[src/rtl/seg_pkg.sv]
// seg_pkg: shared constants and helpers for the seven-segment scan controller.
//   - Digit code constants (dash, blank).
//   - Active-low segment patterns, bit order {g,f,e,d,c,b,a}.
//   - anode_low(): one-hot-low anode pattern for a digit index.
package seg_pkg;

  localparam int MAX_DIGITS = 8;

  localparam logic [3:0] CODE_DASH  = 4'd10;
  localparam logic [3:0] CODE_BLANK = 4'd11;

  localparam logic [6:0] SEG_0     = 7'b1000000;
  localparam logic [6:0] SEG_1     = 7'b1111001;
  localparam logic [6:0] SEG_2     = 7'b0100100;
  localparam logic [6:0] SEG_3     = 7'b0110000;
  localparam logic [6:0] SEG_4     = 7'b0011001;
  localparam logic [6:0] SEG_5     = 7'b0010010;
  localparam logic [6:0] SEG_6     = 7'b0000010;
  localparam logic [6:0] SEG_7     = 7'b1111000;
  localparam logic [6:0] SEG_8     = 7'b0000000;
  localparam logic [6:0] SEG_9     = 7'b0010000;
  localparam logic [6:0] SEG_DASH  = 7'b0111111;
  localparam logic [6:0] SEG_BLANK = 7'b1111111;
  localparam logic [6:0] SEG_ALL   = 7'b0000000;

  // All ones except a single zero at position idx (active-low anode select).
  function automatic logic [MAX_DIGITS-1:0] anode_low(input logic [2:0] idx);
    anode_low = ~(8'b0000_0001 << idx);
  endfunction

endpackage

[src/rtl/seg_decode.sv]
// seg_decode: combinational 4-bit digit code to active-low 7-segment pattern.
//   code  in  4  0-9 digits, 10 dash, 11 blank, 12-15 all segments lit
//   seg   out 7  {g,f,e,d,c,b,a}, active-low
module seg_decode
  import seg_pkg::*;
(
  input  logic [3:0] code,
  output logic [6:0] seg
);

  always_comb begin
    seg = SEG_ALL;
    case (code)
      4'd0:       seg = SEG_0;
      4'd1:       seg = SEG_1;
      4'd2:       seg = SEG_2;
      4'd3:       seg = SEG_3;
      4'd4:       seg = SEG_4;
      4'd5:       seg = SEG_5;
      4'd6:       seg = SEG_6;
      4'd7:       seg = SEG_7;
      4'd8:       seg = SEG_8;
      4'd9:       seg = SEG_9;
      CODE_DASH:  seg = SEG_DASH;
      CODE_BLANK: seg = SEG_BLANK;
      default:    seg = SEG_ALL;
    endcase
  end

endmodule

[src/rtl/seg_scan_ctrl.sv]
// seg_scan_ctrl: multiplexed N-digit common-anode seven-segment controller.
//   clk         in   1              system clock
//   rst         in   1              asynchronous reset, active-low
//   digits      in   4*NUM_DIGITS   digit codes, digit 0 rightmost
//   dp_in       in   NUM_DIGITS     decimal point request, 1 = lit
//   blink_mask  in   NUM_DIGITS     1 = digit blinks
//   lz_suppress in   1              1 = blank leading zeros
//   enable      in   1              0 = dark, counters and shadow hold
//   an          out  NUM_DIGITS     anode enables, active-low
//   seg         out  7              segments {g,f,e,d,c,b,a}, active-low
//   dp          out  1              decimal point, active-low
//   frame_tick  out  1              one-cycle pulse after each frame end
// Inputs are captured into a shadow register only at frame end so a frame
// never mixes old and new values. All outputs are registered (1-cycle latency).
module seg_scan_ctrl
  import seg_pkg::*;
#(
  parameter int NUM_DIGITS   = 4,
  parameter int SCAN_DIV     = 100000,
  parameter int BLANK_CYCLES = 2000,
  parameter int BLINK_FRAMES = 64
) (
  input  logic                    clk,
  input  logic                    rst,
  input  logic [4*NUM_DIGITS-1:0] digits,
  input  logic [NUM_DIGITS-1:0]   dp_in,
  input  logic [NUM_DIGITS-1:0]   blink_mask,
  input  logic                    lz_suppress,
  input  logic                    enable,
  output logic [NUM_DIGITS-1:0]   an,
  output logic [6:0]              seg,
  output logic                    dp,
  output logic                    frame_tick
);

  localparam int CW = $clog2(SCAN_DIV);
  localparam int IW = $clog2(NUM_DIGITS);
  localparam int BW = (BLINK_FRAMES > 1) ? $clog2(BLINK_FRAMES) : 1;

  localparam logic [CW-1:0] CNT_LAST  = CW'(SCAN_DIV - 1);
  localparam logic [CW-1:0] CNT_BLANK = CW'(BLANK_CYCLES);
  localparam logic [IW-1:0] IDX_LAST  = IW'(NUM_DIGITS - 1);
  localparam logic [BW-1:0] BLK_LAST  = BW'(BLINK_FRAMES - 1);

  logic [CW-1:0]           cnt;
  logic [IW-1:0]           idx;
  logic [BW-1:0]           blink_cnt;
  logic                    blink_phase;
  logic [4*NUM_DIGITS-1:0] shadow_dig;
  logic [NUM_DIGITS-1:0]   shadow_dp;

  logic                    slot_end;
  logic                    frame_end;
  logic [NUM_DIGITS-1:0]   lz_blank;
  logic                    above_clear;
  logic [3:0]              lz_code;
  logic [3:0]              cur_code;
  logic [3:0]              dec_code;
  logic [6:0]              dec_seg;
  logic                    blink_off;
  logic [2:0]              idx_ext;
  logic [MAX_DIGITS-1:0]   an_full;

  assign slot_end  = (cnt == CNT_LAST);
  assign frame_end = enable && slot_end && (idx == IDX_LAST);

  // Walk from the most significant digit down: a digit is a leading zero
  // while every digit above it is zero or blank. Digit 0 is never touched.
  always_comb begin
    above_clear = 1'b1;
    lz_code     = 4'd0;
    lz_blank    = '0;
    for (int i = NUM_DIGITS - 1; i >= 1; i--) begin
      lz_code     = shadow_dig[4*i +: 4];
      lz_blank[i] = lz_suppress && above_clear && (lz_code == 4'd0);
      above_clear = above_clear && ((lz_code == 4'd0) || (lz_code == CODE_BLANK));
    end
  end

  always_comb begin
    idx_ext          = '0;
    idx_ext[IW-1:0]  = idx;
    an_full          = anode_low(idx_ext);
    cur_code         = shadow_dig[{idx, 2'b00} +: 4];
    dec_code         = lz_blank[idx] ? CODE_BLANK : cur_code;
    blink_off        = blink_phase && blink_mask[idx];
  end

  seg_decode u_decode (
    .code (dec_code),
    .seg  (dec_seg)
  );

  always_ff @(posedge clk or negedge rst) begin
    if (!rst) begin
      cnt         <= '0;
      idx         <= '0;
      blink_cnt   <= '0;
      blink_phase <= 1'b0;
      shadow_dig  <= {NUM_DIGITS{CODE_BLANK}};
      shadow_dp   <= '0;
      an          <= '1;
      seg         <= SEG_BLANK;
      dp          <= 1'b1;
      frame_tick  <= 1'b0;
    end else begin
      frame_tick <= frame_end;
      if (enable) begin
        // Anode stays off for the first BLANK_CYCLES of each slot so the
        // previous digit's segments never ghost onto the new digit.
        an  <= (cnt >= CNT_BLANK) ? an_full[NUM_DIGITS-1:0] : '1;
        seg <= blink_off ? SEG_BLANK : dec_seg;
        dp  <= blink_off ? 1'b1 : ~shadow_dp[idx];

        if (slot_end) begin
          cnt <= '0;
          idx <= (idx == IDX_LAST) ? '0 : idx + IW'(1);
        end else begin
          cnt <= cnt + CW'(1);
        end

        if (frame_end) begin
          shadow_dig <= digits;
          shadow_dp  <= dp_in;
          if (blink_cnt == BLK_LAST) begin
            blink_cnt   <= '0;
            blink_phase <= ~blink_phase;
          end else begin
            blink_cnt <= blink_cnt + BW'(1);
          end
        end
      end else begin
        an  <= '1;
        seg <= SEG_BLANK;
        dp  <= 1'b1;
      end
    end
  end

endmodule

[config.mk]
export PLATFORM = sky130hd
export DESIGN_NAME = seg_scan_ctrl
export DESIGN_NICKNAME = d
export VERILOG_FILES = /design/src/rtl/seg_pkg.sv /design/src/rtl/seg_decode.sv /design/src/rtl/seg_scan_ctrl.sv
export SDC_FILE = /design/constraint.sdc
export NUM_CORES = 1
export LEC_CHECK = 0
export CAP_MARGIN = 20
export CORE_ASPECT_RATIO = 0.7
export CORE_UTILIZATION = 59
export CTS_CLUSTER_DIAMETER = 50
export DETAILED_ROUTE_END_ITERATION = 7
export PLACE_DENSITY = 0.92
export SYNTH_ARGS = -nofsm -noshare
export SYNTH_HDL_FRONTEND = slang
export SYNTH_SLANG_ARGS = --single-unit
[constraint.sdc]
create_clock -name clk -period 6.5 [get_ports clk]
set_input_delay 1.3 -clock clk [delete_from_list [all_inputs] [get_ports clk]]
set_output_delay 1.3 -clock clk [all_outputs]
set_load 0.1 [all_outputs]
Yosys cells after proc, flatten, opt, wreduce, memory -nomap -nowiden
Memories as Yosys holds them, arrays and structs flattened.
Cells that the tools add are included.
{ "classes": {"n_lt_le_gt_ge": 2, "reduce_logical": 17, "muxes": 16, "addsub": 3, "bitwise_logic": 3, "shift": 2, "eq_ne": 5} }
{ "ops": {"columns": ["op", "n"], "rows": [
  ["adder 17 x 1 -> 17 bit, second input constant", 1],
  ["== test 17 bit, second input constant", 1],
  ["greater-or-equal comparator 17 x 11 -> 1 bit, second input constant", 1],
  ["two-way mux 17 bit", 1],
  ["variable part select 16 x 5 -> 4 bit", 1],
  ["two-way mux 7 bit", 2],
  ["logical NOT 4 bit", 3],
  ["two-way mux 4 bit", 3],
  ["logical AND 1 bit", 9],
  ["== test 4 bit, second input constant", 2],
  ["adder 6 x 1 -> 6 bit, second input constant", 1],
  ["binary-select mux 1 bit (select 2 bit)", 3],
  ["== test 6 bit, second input constant", 1],
  ["two-way mux 6 bit", 1],
  ["two-way mux 1 bit", 5],
  ["inverter 4 bit", 1],
  ["AND reduction 2 bit", 2],
  ["<< shifter 1 x 2 -> 4 bit, first input constant", 1],
  ["< comparator 2 x 3 -> 1 bit, second input constant", 1],
  ["AND reduction 3 bit", 1],
  ["adder 2 x 1 -> 2 bit, second input constant", 1],
  ["== test 2 bit, second input constant", 1],
  ["logical OR 1 bit", 2],
  ["two-way mux 2 bit", 1],
  ["inverter 1 bit", 2]
]} }
{ "word_totals": {"mem_bits_ro": 112, "wordCells": 59, "register_bits": 59, "n_memories": 1} }
{ "memory_table": {"columns": ["name", "depth", "width", "rd", "rd_clocked_by_memory_dff", "wr", "line_no", "source"], "rows": [
  ["(name not given)", 16, 7, 1, 0, 0, "seg_decode.sv:13", "case (code)"]
]} }

Depth between registers and ports, before layout
An unclocked memory read counts as a cell.
{ "depth": {"depth_word": 11, "mapped_depth": 9, "mapped_depth_nobuf": 8} }

Cells and area by module
Synthesis repeated with hierarchy kept, for this count alone.
{ "hier_totals": {"hier_cells": 264, "area_unflattened_um2": 3049.2} }
{ "modules_own_cells": {"columns": ["module", "area_each_um2", "cells_each", "seq_area_each_um2", "instances"], "rows": [
  ["seg_scan_ctrl", 2857.7, 236, 1506.4, 1],
  ["seg_decode", 191.4, 28, 0.0, 1]
]} }

Worst setup path after synthesis
Ideal clock, no wire load.
{ "synth_path": {"kind": "input port to flip-flop", "startpoint": "input port lz_suppress", "endpoint": "register seg[3]", "setup_slack_ps": 3704, "arrival_ps": 2704, "path_buffers": 0, "t_required_ps": 6409, "cell_stages": 7, "cell_sequence": "nor2b_1 o21ai_0 a2111oi_2 or2_2 ha_1 a21boi_0 o211ai_1"} }
{ "synth_between": {"elab_chain_cells": 8, "word_cells_on_any_way": 11, "classes_between": "mux: 5; reduce/logical: 5; memory: 1"} }
{ "synth_rtl": {"columns": ["item", "line_no", "source"], "rows": [
  ["start: declaration", "seg_scan_ctrl.sv:28", "input logic lz_suppress,"],
  ["logical AND 1 bit (2 in series)", "seg_scan_ctrl.sv:75", "lz_blank[i] = lz_suppress && above_clear && (lz_code == 4'd0);"],
  ["binary-select mux 1 bit (select 2 bit) (*)", "seg_scan_ctrl.sv:85", "dec_code = lz_blank[idx] ? CODE_BLANK : cur_code;"],
  ["two-way mux 1 bit (implied by the code) (*)", "seg_scan_ctrl.sv:85", null],
  ["two-way mux 4 bit (*)", "seg_scan_ctrl.sv:85", null],
  ["memory (16 x 7 bit) (*)", null, null],
  ["two-way mux 7 bit (*)", "seg_scan_ctrl.sv:112", "seg <= blink_off ? SEG_BLANK : dec_seg;"],
  ["two-way mux 7 bit (*)", "seg_scan_ctrl.sv:108", "if (enable) begin"],
  ["end signal: assignment", "seg_scan_ctrl.sv:112", null],
  ["end: declaration", "seg_scan_ctrl.sv:31", "output logic [6:0] seg,"]
]} }
Mark *: on every way between the ends. The rest lies on a longest branch, timed or not. The select of a mux whose other input is x is not followed.
A chain may end at the register's enable or synchronous reset.

Worst setup path in the final report
{ "layout_path": {"startpoint": "register seg[0]", "endpoint": "output port seg[0]"} }
No word-level cell between the ends.

==> run_results.csv <==
group,metric,value,unit
die,rows,21,
finish,antennaDiodeCount,0,
synth,ys_ff_latch,59,
clock_tree,cts_tree,"yes",
synth,synth_top_family_by_area,"simple AND/OR/NAND/NOR gates",
global_routing,antenna_found_initial,0,
synth,ys_warn_count,0,
die,die_w,86.8,um
synth,syn_inst,248,
synth,ys_types,49,
timing,slew-limit-headroom,0.350,
global_routing,grt_max_degree,60,
synth,synth_largest_area_cell,"dfrtp_1",
critical_path,crit_buf_inv,1,
timing,rsz0062_at_grt,"false",
placed_design,place_ws,2.94,ns
finish,area_delta_synth_final,22.3,%
timing,fin_hold_ws,0.489,ns
global_routing,use_met3,0.113,
run_status,outcome,"complete, no violations",
synth,synthAdderAreaFrac,0.0421,
power_and_ir_drop,peakVddDrop,0.000147,V
critical_path,r2r-start,"idx[0]",
placed_design,place.gp.congestion,0.802,
finish,seqCellArea,1510,um2
synth,synth_top_area_share,0.295,
timing,drv_slew,0,
die,start_util,0.618,
route,drt_first_iter_violations,168,
synth,synth_xor_area_frac,0.0412,
synth,synth_edf_count,0,
clock_tree,numCtsBuffers,9,
global_routing,grt_pass1_vias,2039,
critical_path,crit_fanout,1,
die,fp.dieH,61.4,um
finish,fin_nets,332,
route,drc,0,
clock_tree,postCtsSetupRepairBufs,0,
placed_design,port_buffers,40,
worst_hold_path,hp-class,"register to register",
critical_path,worstPathArrival,2.01,ns
global_routing,top_usage_layer,"met2",
timing,setup_viol,0,
finish,drive_above_1_share,0.254,
route,wire_per_inst,16.5,um
worst_hold_path,min-delay-start,"cnt[12]",
timing,setup_tns,0,ns
global_routing,grt_pass1_wl,9820,um
synth,synthSimpleGateAreaFrac,0.150,
synth,syn_nets,286,
clock_tree,holdBufCountCts,0,
timing,worstMarginPinSlew,0.971,ns
critical_path,timing.reg2reg.worst_path_depth,6,
clock_tree,clock_sinks,59,
clock_tree,clk_pin_slew_worst_paths,0.07,ns
clock_tree,clockRootBuffer,"clkbuf_8",
synth,syn_area_per_cell,12.0,um2
critical_path,critical_path.top_delay_family,"buffers and inverters",
clock_tree,clock_latency,0.35,ns
synth,synth-seq-area-share,0.507,
route,wirelength,6070,um
route,drtPass1Iterations,5,
power_and_ir_drop,leakagePower,1.61,nW
worst_hold_path,min_to,"cnt[12]",
timing,fmax,302,MHz
global_routing,gr-usage-all-layers,0.262,
timing,layout_setup_ws,3.19,ns
synth,ys_async_sr_fraction,1.00,
synth,dominantRegCellSynth,"dfrtp_1",
finish,final_common_cell,"clkdlybuf4s50_1",
die,ios,41,
route,vias,2163,
critical_path,slowest_stage,"clkdlybuf4s50_1",
timing,fin_crit_sh,0.509,
clock_tree,ctsResizeCount,0,
global_routing,gr-usage-met2,0.382,
critical_path,reg2reg_to,"seg[3]",
critical_path,worstPathCellList,"clkdlybuf4s50_1",
worst_hold_path,holdPathStages,1,
critical_path,critPathMaxStageDelay,1.13,ns
placed_design,postPlaceCellArea,3420,um2
finish,multiInputGateArea,1370,um2
finish,layout_common_cells,"39 x clkdlybuf4s50_1, 35 x dfrtp_1, 24 x dfstp_2, 22 x nand2_1, 14 x inv_1",
timing,period_needed,3.31,ns
power_and_ir_drop,power_density,226,nW/um2
finish,nFillCells,312,
clock_tree,cts_max_level,3,
route,ant_nets,0,
critical_path,reg2reg_slack,3.88,ns
critical_path,cp-end-kind,"output port",
synth,synth_compound_area_frac,0.0892,
timing,worst_clock_skew,0.0121,ns
power_and_ir_drop,p_total,0.821,mW
synth,synth.area.mux_share,0.140,
synth,synthTopCellsByArea,"dfrtp_1 29%, dfstp_2 21%, mux2_4 6.1%",
synth,syn_area,2970,um2
critical_path,critPathKind,"register to output port",
clock_tree,cts_buffer_depth,2,
critical_path,start_kind,"register",
global_routing,grt_overflow_total,0,
route,detail_route.vias_per_cell,5.88,
die,die_area,5330,um2
flow_run,maxCapViolCount,0,
critical_path,crit_required,5.20,ns
placed_design,hpwl,4210,um
global_routing,use_met1,0.353,
timing,hold_violations,0,
die,core-area,4810,um2
finish,final_cell_area,3630,um2
==> metrics by stage <==
stage,util,cells
3_5_place_dp,0.712,352
4_1_cts,0.756,368
2_1_floorplan,-,248
3_3_place_gp,0.712,352
5_1_grt,0.756,368
6_report,0.756,368
==> cell type report <==
type,count,share of cell area
well taps,69,0.0238
multi-input cells,169,0.378
flip-flops and latches,59,0.414
inverters,14,0.0145
repair buffers,41,0.111
clock inverters,4,0.0131
clock buffers,12,0.0454
==> synth_stat cells, drive strengths merged (5+ instances only) <==
master  instances
nor2           10
nand2          22
dfrtp          35
nor3            5
mux4            6
o21ai          13
nand4           5
mux2           20
nand3          13
ha             10
dfstp          24
xnor2          11
nor2b           5
o211ai          6
inv            14
==> cells by family (layout without fill, tap and decap cells) <==
kind of cell / after synthesis / in the layout
AND/OR/NAND/NOR: 80 / 80
flip-flops: 59 / 59
AO/OA/AOI/OAI: 38 / 38
multiplexers: 27 / 27
buffers and inverters: 20 / 71
XOR/XNOR: 14 / 14
adder cells (fa/ha/maj): 10 / 10
==> routing by layer <==
metal / share of wire / up-vias
met1: 0.45 / 1061
met3: 0.079 / 20
met5: 0 / -
met2: 0.45 / 99
met4: 0.022 / 0
li1: - / 983
==> sequential cells by signal, indices dropped and copies added, names as in the netlist <==
| signal | count |
|---|---|
| idx | 2 |
| frame_tick | 1 |
| dp | 1 |
| shadow_dp | 4 |
| blink_cnt | 6 |
| shadow_dig | 16 |
| an | 4 |
| seg | 7 |
| cnt | 17 |
| blink_phase | 1 |
==> worst max-delay path by stage <==
stage,startpoint,endpoint,slack (ns),cells past startpoint
floorplan,lz_suppress,seg[3],3.70,7
global placement,lz_suppress,seg[3],3.08,8
detailed placement,lz_suppress,seg[3],2.94,8
CTS,seg[0],seg[0],3.19,1
global route,lz_suppress,seg[3],3.02,8
finish,seg[0],seg[0],3.19,1
==> where the power goes <==
| group | switching (mW) | internal (mW) |
|---|---|---|
| sequential | 0.0211 | 0.384 |
| combinational | 0.0308 | 0.0329 |
| clock | 0.145 | 0.207 |
| total | 0.197 | 0.624 |
No activity file was read; power rests on OpenSTA's default activity.
